[config.mk]
export PLATFORM = sky130hd
export DESIGN_NAME = multicycle_ctrl
export DESIGN_NICKNAME = d
export VERILOG_FILES = /design/src/rtl/multicycle_ctrl.sv
export SDC_FILE = /design/constraint.sdc
export NUM_CORES = 1
export LEC_CHECK = 0
export CAP_MARGIN = 20
export CORE_AREA = 2 2 73 75
export CTS_BUF_LIST = sky130_fd_sc_hd__clkbuf_4 sky130_fd_sc_hd__clkbuf_8 sky130_fd_sc_hd__clkbuf_16
export DETAILED_ROUTE_END_ITERATION = 8
export DIE_AREA = 0 0 75 77
export HOLD_SLACK_MARGIN = 0.03
export PLACE_DENSITY = 0.91
export SYNTH_ARGS = -nofsm -noshare
export SYNTH_HDL_FRONTEND = slang
export SYNTH_SLANG_ARGS = --single-unit
export TNS_END_PERCENT = 50
[constraint.sdc]
create_clock -name clk -period 2 [get_ports clk]
set_input_delay 0.4 -clock clk [delete_from_list [all_inputs] [get_ports clk]]
set_output_delay 0.4 -clock clk [all_outputs]
set_load 0.05 [all_outputs]
[src/rtl/multicycle_ctrl.sv]
// Main control FSM of the multi-cycle RV32I core plus the retired-instruction counter.
// Optional feature: define MC_CTRL_ILLEGAL_TRAP_EN to park unrecognised opcodes in a sticky TRAP state.
module multicycle_ctrl #(
    parameter logic [31:0] RESET_COUNT = 32'h0000_0000
) (
    input  logic        clk,
    input  logic        rst_n,
    input  logic        run,
    input  logic [31:0] instructions,
    input  logic        mem_ready,
    input  logic        branch_taken,
    output logic        mem_req,
    output logic        mem_we,
    output logic        ir_we,
    output logic        reg_we,
    output logic        pc_we,
    output logic [1:0]  pc_sel,
    output logic        alu_src_imm,
    output logic [1:0]  wb_sel,
    output logic        busy,
    output logic        illegal,
    output logic [31:0] instret
);

    localparam logic [6:0] OPC_LOAD   = 7'b0000011;
    localparam logic [6:0] OPC_STORE  = 7'b0100011;
    localparam logic [6:0] OPC_BRANCH = 7'b1100011;
    localparam logic [6:0] OPC_OP     = 7'b0110011;
    localparam logic [6:0] OPC_OPIMM  = 7'b0010011;
    localparam logic [6:0] OPC_LUI    = 7'b0110111;
    localparam logic [6:0] OPC_JAL    = 7'b1101111;
    localparam logic [6:0] OPC_JALR   = 7'b1100111;

    typedef enum logic [2:0] {
        S_IDLE, S_FETCH, S_DECODE, S_EXEC, S_MEM, S_WB
`ifdef MC_CTRL_ILLEGAL_TRAP_EN
        , S_TRAP
`endif
    } state_t;

    state_t     state, state_nx;
    logic       retire;
    logic [6:0] opc;
    logic [4:0] rd;
    logic       is_load, is_store, is_branch, is_opimm, is_lui, is_jal, is_jalr, is_wb_op;
    logic       unused_bits;

    assign opc         = instructions[6:0];
    assign rd          = instructions[11:7];
    assign unused_bits = ^instructions[31:12];

    assign is_load   = (opc == OPC_LOAD);
    assign is_store  = (opc == OPC_STORE);
    assign is_branch = (opc == OPC_BRANCH);
    assign is_opimm  = (opc == OPC_OPIMM);
    assign is_lui    = (opc == OPC_LUI);
    assign is_jal    = (opc == OPC_JAL);
    assign is_jalr   = (opc == OPC_JALR);
    // Opcodes that finish in WB straight from EXEC (loads reach WB via MEM).
    assign is_wb_op  = (opc == OPC_OP) | is_opimm | is_lui | is_jal | is_jalr;

    always_ff @(posedge clk or negedge rst_n) begin
        if (!rst_n) state <= S_IDLE;
        else        state <= state_nx;
    end

    always_comb begin
        state_nx = state;
        retire   = 1'b0;
        case (state)
            S_IDLE:   if (run) state_nx = S_FETCH;
            S_FETCH:  if (mem_ready) state_nx = S_DECODE;
            S_DECODE: state_nx = S_EXEC;
            S_EXEC: begin
                if (is_load || is_store) state_nx = S_MEM;
                else if (is_wb_op)       state_nx = S_WB;
                else if (is_branch)      retire   = 1'b1;
                else begin
`ifdef MC_CTRL_ILLEGAL_TRAP_EN
                    state_nx = S_TRAP;
`else
                    retire = 1'b1;
`endif
                end
            end
            S_MEM: begin
                if (mem_ready) begin
                    if (is_store) retire   = 1'b1;
                    else          state_nx = S_WB;
                end
            end
            S_WB: retire = 1'b1;
`ifdef MC_CTRL_ILLEGAL_TRAP_EN
            S_TRAP: state_nx = S_TRAP;
`endif
            default: state_nx = S_IDLE;
        endcase
        // run is only looked at here and in IDLE, so a mid-instruction drop still completes it.
        if (retire) state_nx = run ? S_FETCH : S_IDLE;
    end

    always_comb begin
        mem_req     = (state == S_FETCH) || (state == S_MEM);
        mem_we      = (state == S_MEM) && is_store;
        ir_we       = (state == S_FETCH) && mem_ready;
        reg_we      = (state == S_WB) && (rd != 5'd0);
        pc_we       = retire;
        pc_sel      = 2'd0;
        wb_sel      = 2'd0;
        alu_src_imm = ((state == S_EXEC) || (state == S_MEM) || (state == S_WB)) &&
                      (is_opimm || is_load || is_store || is_jalr);
        busy        = (state != S_IDLE);
        if (state == S_EXEC && is_branch && branch_taken) pc_sel = 2'd1;
        if (state == S_WB) begin
            if (is_jal)       pc_sel = 2'd1;
            else if (is_jalr) pc_sel = 2'd2;
            if (is_load)                wb_sel = 2'd1;
            else if (is_jal || is_jalr) wb_sel = 2'd2;
            else if (is_lui)            wb_sel = 2'd3;
        end
`ifdef MC_CTRL_ILLEGAL_TRAP_EN
        illegal = (state == S_TRAP);
`else
        illegal = 1'b0;
`endif
    end

    always_ff @(posedge clk or negedge rst_n) begin
        if (!rst_n)      instret <= RESET_COUNT;
        else if (retire) instret <= instret + 32'd1;
    end

endmodule

==> results of run 1 <==
-- repair_timing --
action	CTS	global route
hold endpoints to repair	0	0
gates resized for setup	30	14
pin swaps	9	10
setup buffers	9	2
gates cloned	0	0
endpoints found under the setup margin	21	8
-- per-layer routing --
layer	part of all wire (%)	vias up
li1	-	923
met1	41	1007
met2	52	61
met3	6.3	5
met4	0.81	0
met5	0	-
-- power groups by stage --
stage               Sequential [uW]  Combinational, uW  Clock (uW)
floorplan                      1070                846           0
global placement                912               1560           0
detailed placement              925               1590           0
CTS                             916               1680         529
global route                    946               1830         561
finish                          932               1740         524
-- layout by cell type, fill, tap and decap left out, drive strengths merged, types with 2 or more instances in the layout --
master / synthesis / layout
clkdlybuf4s50: 0 / 26
xnor2: 32 / 32
and3: 9 / 9
clkinvlp: 0 / 2
nor2b: 2 / 2
dfrtp: 35 / 35
o21ai: 4 / 4
and2: 6 / 6
or3: 2 / 2
nor3: 8 / 8
mux2: 2 / 2
nand4: 5 / 5
o2111ai: 12 / 12
nor4: 3 / 3
nor2: 11 / 11
buf: 10 / 67
nand2: 12 / 12
and4: 7 / 7
clkbuf: 3 / 10
nand2b: 2 / 2
o211ai: 14 / 14
a21oi: 5 / 5
-- worst max-delay path, stage by stage, from the launching register on --
cell     delay, ps
dfrtp_2        450
nor2b_4        150
and2_4         160
a41o_4         250
nor2_4          90
inv_2           60
buf_12         140
-- synthesized netlist by cell type, types with 2 or more instances --
cell type	count	share of area [%]
o2111ai_2	12	8.2
buf_2	2	0.46
o211ai_2	14	8.0
nor2b_1	2	0.57
nand2b_1	2	0.57
clkbuf_1	3	0.51
nand4_1	5	1.4
and3_1	9	2.6
nor2_1	10	1.7
or3_1	2	0.57
xnor2_1	32	13
buf_6	4	2.0
nand2_1	12	2.0
and2_1	6	1.7
dfrtp_1	35	40
buf_4	4	1.4
nor4_1	2	0.57
a21oi_1	4	0.91
o21ai_1	3	0.68
nor3_1	6	1.4
and4_1	7	2.8
-- how the worst max path moves through the flow --
stage	start	to	slack [ps]	depth (start not counted)
finish	state[2]	pc_we	0.08	6
global route	state[1]	pc_sel[0]	-40	6
CTS	state[2]	pc_we	-9	6
detailed placement	instructions[3]	pc_we	-350	7
global placement	instructions[3]	mem_we	-310	7
floorplan	state[2]	wb_sel[0]	-240	4
-- metrics by stage --
stage | cell area [um2] | cells
after floorplan | 2232 | 199
after global placement | 3104 | 344
after detailed placement | 3104 | 344
after CTS | 3336 | 361
after global routing | 3357 | 363
final | 3357 | 363
-- cell families after synthesis --
group                    share of synthesized area, %
multiplexers                                    1.481
other                                          0.1707
XOR/XNOR                                        12.76
buffers and inverters                           4.556
flip-flops                                      39.86
AND/OR/NAND/NOR                                 19.48
AO/OA/AOI/OAI                                   21.13
adder cells (fa/ha/maj)                        0.5694
-- final cells by class --
type | instances | area [um2] | area share, %
clock buffers | 5 | 68.82 | 2.050
repair buffers | 99 | 970.9 | 28.92
multi-input cells | 150 | 1323 | 39.40
flip-flops and latches | 35 | 883.3 | 26.31
clock inverters | 3 | 20.02 | 0.5963
inverters | 1 | 3.754 | 0.1118
well taps | 70 | 87.58 | 2.609
-- flip-flops by register name (all words and copies together) (netlist names) --
signal,cells
instret,32
state,3
==> flow_summary.toml, run 1 <==
[sta]
hold_viol = 0
tightest_slew_ps = 503.5
hold_slack_ps = 481.9
slew_headroom_pct = 66.33
fin_setup_tns_ps = 0
max_freq_mhz = 500.0
fin_crit_sh_pct = 100.0
rsz0062_at_grt = "true"
setup_violations = 0
finClkSkew_ps = 5.964
setup_slack_ps = 0.07661
slew_viol_final = 0
min_period_ps = 2000

[clock_network]
root_buffer = "clkbuf_8"
numCtsBuffers = 5
clk_path_buf_depth = 2
clock-sinks = 35
htree_levels = 2
tritoncts = "built"
path_clk_slew_ps = 80
holdBufCountCts = 0
clk_latency_ps = 300

[synth]
syn_area_um2 = 2197
yosysWarnings = 0
synth_edf_count = 0
ys_ff_latch = 35
netlist_instances = 199
synth_cell_types = 44
avgSynthCellArea_um2 = 11.04
yosysSeqAreaShare_pct = 39.86
ys.flop_type = "dfrtp_1"
synth_nets = 237
synthArstFlopShare_pct = 100.0

[worst_setup_path]
arrival_ps = 1600
crit_type = "reg -> out"
reg2regPathDepth = 6
crit_path_max_fanout = 4
crit_path_end_kind = "output pin"
cp_data_required_time_ps = 1600
r2r-start = "state[2]"
r2r-end = "state[0]"
critPathLaunchType = "register"
r2r_slack_ps = 180

[power]
p_int_uw = 1772
netSwitchingFraction_pct = 44.51
p_sw_uw = 1421
powerDensity_nw_per_um2 = 951.2
p_leak_uw = 0.001463
ir_drop_mv = 0.8211
p_clk_share_pct = 16.4
power_frac_seq_pct = 29.2
combPwrFrac_pct = 54.4
p_total_uw = 3193

[global_route]
grt_pass1_wl_um = 9556
grt_max_degree = 36
met2_usage_pct = 34.65
overflow = 0
grtUsageTotal_pct = 21.29
met3_usage_pct = 6.833
grt_pass1_vias = 1936
antenna_found_initial = 0
use_met1_pct = 27.42
top_usage_layer = "met2"

[worst_hold_path]
hp-class = "reg -> reg"
min_path_cells = 1
hold_end = "instret[31]"
hold_start = "instret[31]"

[detailed_routing]
routedWlPerCell_um = 16.34
drt-vias-per-instance = 5.499
drtIter0Drc = 101
drcViolationCount = 0
via_count = 1996
ant_nets = 0
wl_um = 5930
firstDrtPassIters = 4

[run]
drv_cap = 0

[outcome]
outcome = "finished, final reports clean"

[die]
core_area_um2 = 4977
die_x_um = 75
dieArea_um2 = 5775
die_y_um = 77
num_io_pins = 81
num_rows = 26
start_util_pct = 44.14

[cells_and_area]
nets = 330
final_util_pct = 67.45
antenna_cells = 0
nFillCells = 368
area.growth.synth_to_final_pct = 52.79
drive_gt1_share_pct = 44.71

[place]
io_buffer_count = 59
gp_congestion = 0.8410
place_ws_ps = -348.3
hpwl_um = 4008
(Power assumes the default switching activity.)
==> inputs of run 2 (changes only) <==
Settings changed: CORE_AREA 2 2 73 75 to 10 10 81 83, DIE_AREA 0 0 75 77 to 0 0 91 93.
==> run 2 against run 1 <==
The flow now finishes with violations (setup timing); total power down 3.4%; count of clock-buffer cells in the layout up 2; hold slack worse by 0.59 ps; worst setup slack worse by 37 ps; cell count down 2.5%; via count down 4.8%; critical path type unchanged; largest power group unchanged.
==> flow_summary.toml, run 2 (same netlist as run 1, synthesis figures left out) <==
[cells_and_area]
antenna_cells = 0
final_util_pct = 64.61
area.growth.synth_to_final_pct = 47.32
final_common_cell = "buf_4"
nets = 322
drive_gt1_share_pct = 44.37
regMostFlops = "instret"
final_cell_mix = "54 x buf_4, 32 x xnor2_1, 32 x dfrtp_1"
finalInstanceArea_um2 = 3237
top_regs = "instret: 32 flops, state: 3 flops"
largest_reg_flops = 32

[place]
hpwl_um = 4615
placed_area_um2 = 3069
place_ws_ps = -394.7
gp_congestion = 0.8396
io_buffer_count = 59

[die]
core_area_um2 = 5010
die_y_um = 93
num_io_pins = 81
dieArea_um2 = 8463
num_rows = 26
start_util_pct = 43.86
die_x_um = 91

[clock_network]
path_clk_slew_ps = 70
numCtsBuffers = 5
clock-sinks = 35
tritoncts = "built"
clk_path_buf_depth = 2
holdBufCountCts = 0
htree_levels = 2
clk_latency_ps = 290
root_buffer = "clkbuf_8"

[sta]
hold_viol = 0
fin_setup_tns_ps = -44.38
finClkSkew_ps = 5.217
slew_headroom_pct = 65.32
max_freq_mhz = 490.9
fin_crit_sh_pct = 101.8
min_period_ps = 2037
tightest_slew_ps = 518.6
setup_violations = 2
slew_viol_final = 0
setup_slack_ps = -36.87
rsz0062_at_grt = "true"

[worst_setup_path]
crit_path_end_kind = "output pin"
crit_type = "reg -> out"
reg2regPathDepth = 8
arrival_ps = 1640
crit_path_max_fanout = 5
cp_data_required_time_ps = 1600
critPathLaunchType = "register"

[global_route]
grtUsageTotal_pct = 14.68
antenna_found_initial = 0
grt_pass1_wl_um = 10250
grt_pass1_vias = 2027
overflow = 0
grt_max_degree = 36

[worst_hold_path]
min_path_cells = 1
hp-class = "reg -> reg"

[detailed_routing]
drtIter0Drc = 84
ant_nets = 0
via_count = 1901
drcViolationCount = 0
firstDrtPassIters = 4
drt-vias-per-instance = 5.370
routedWlPerCell_um = 17.22
wl_um = 6097

[power]
p_clk_share_pct = 16.3
p_total_uw = 3085
p_int_uw = 1728
ir_drop_mv = 0.6533
netSwitchingFraction_pct = 43.99
powerDensity_nw_per_um2 = 953.1
p_leak_uw = 0.001429
power_frac_seq_pct = 29.3
combPwrFrac_pct = 54.4
p_sw_uw = 1357

[run]
drv_cap = 0

[outcome]
outcome = "complete, but fails checks"
violations = "setup timing"
run 2: power groups by stage:
stage / sequential [uW] / combinational (uW) / clock (uW)
2_1_floorplan: 1070 / 846 / 0
3_3_place_gp: 902 / 1560 / 0
3_5_place_dp: 908 / 1600 / 0
4_1_cts: 898 / 1650 / 513
5_1_grt: 921 / 1780 / 554
6_report: 905 / 1680 / 503
run 2: final timing paths:
kind	startpoint	end	slack, ps
max in group asynchronous	rst_n	instret[0]	1150
hold / removal	instret[31]	instret[31]	480
setup / recovery	state[2]	pc_we	-40
min in group asynchronous	rst_n	instret[23]	520
setup reg to reg	state[1]	instret[19]	130
hold reg to reg	instret[31]	instret[31]	480
run 2: final cells by class:
| cell class | instances | area, um2 |
|---|---|---|
| repair buffers | 91 | 857.1 |
| clock buffers | 7 | 83.83 |
| multi-input cells | 150 | 1325 |
| inverters | 1 | 3.754 |
| fillers | 399 | 1773 |
| flip-flops and latches | 35 | 879.6 |
| well taps | 70 | 87.58 |
run 2: per-layer routing:
metal | global-route usage (%) | vias up | share of wire (%)
met2 | 24.40 | 56 | 49
met3 | 6.235 | 13 | 7.3
met1 | 16.78 | 929 | 41
met4 | 4.700 | 0 | 2.0
li1 | - | 903 | -
met5 | 0 | - | 0
run 2: worst max-delay path, cell delays in order, from the launching register on:
cell and delay, ps:
dfrtp_1 430, nor2b_4 170, and2_1 170, a41o_2 270
nor2_4 120, inv_2 50, buf_12 140
run 2: repair_timing:
item,in CTS,in global routing
hold endpoints to repair,0,0
pin swaps,6,4
buffers inserted,3,1
gates resized for setup,33,9
setup endpoints to repair,37,9
run 2: through the flow:
| stage | hold slack (ps) | instances |
|---|---|---|
| final | 481.3 | 354 |
| after global placement | 463.5 | 343 |
| after CTS | 482.2 | 353 |
| after detailed placement | 465.9 | 343 |
| after global routing | 517.3 | 354 |
| after floorplan | 104.4 | 199 |
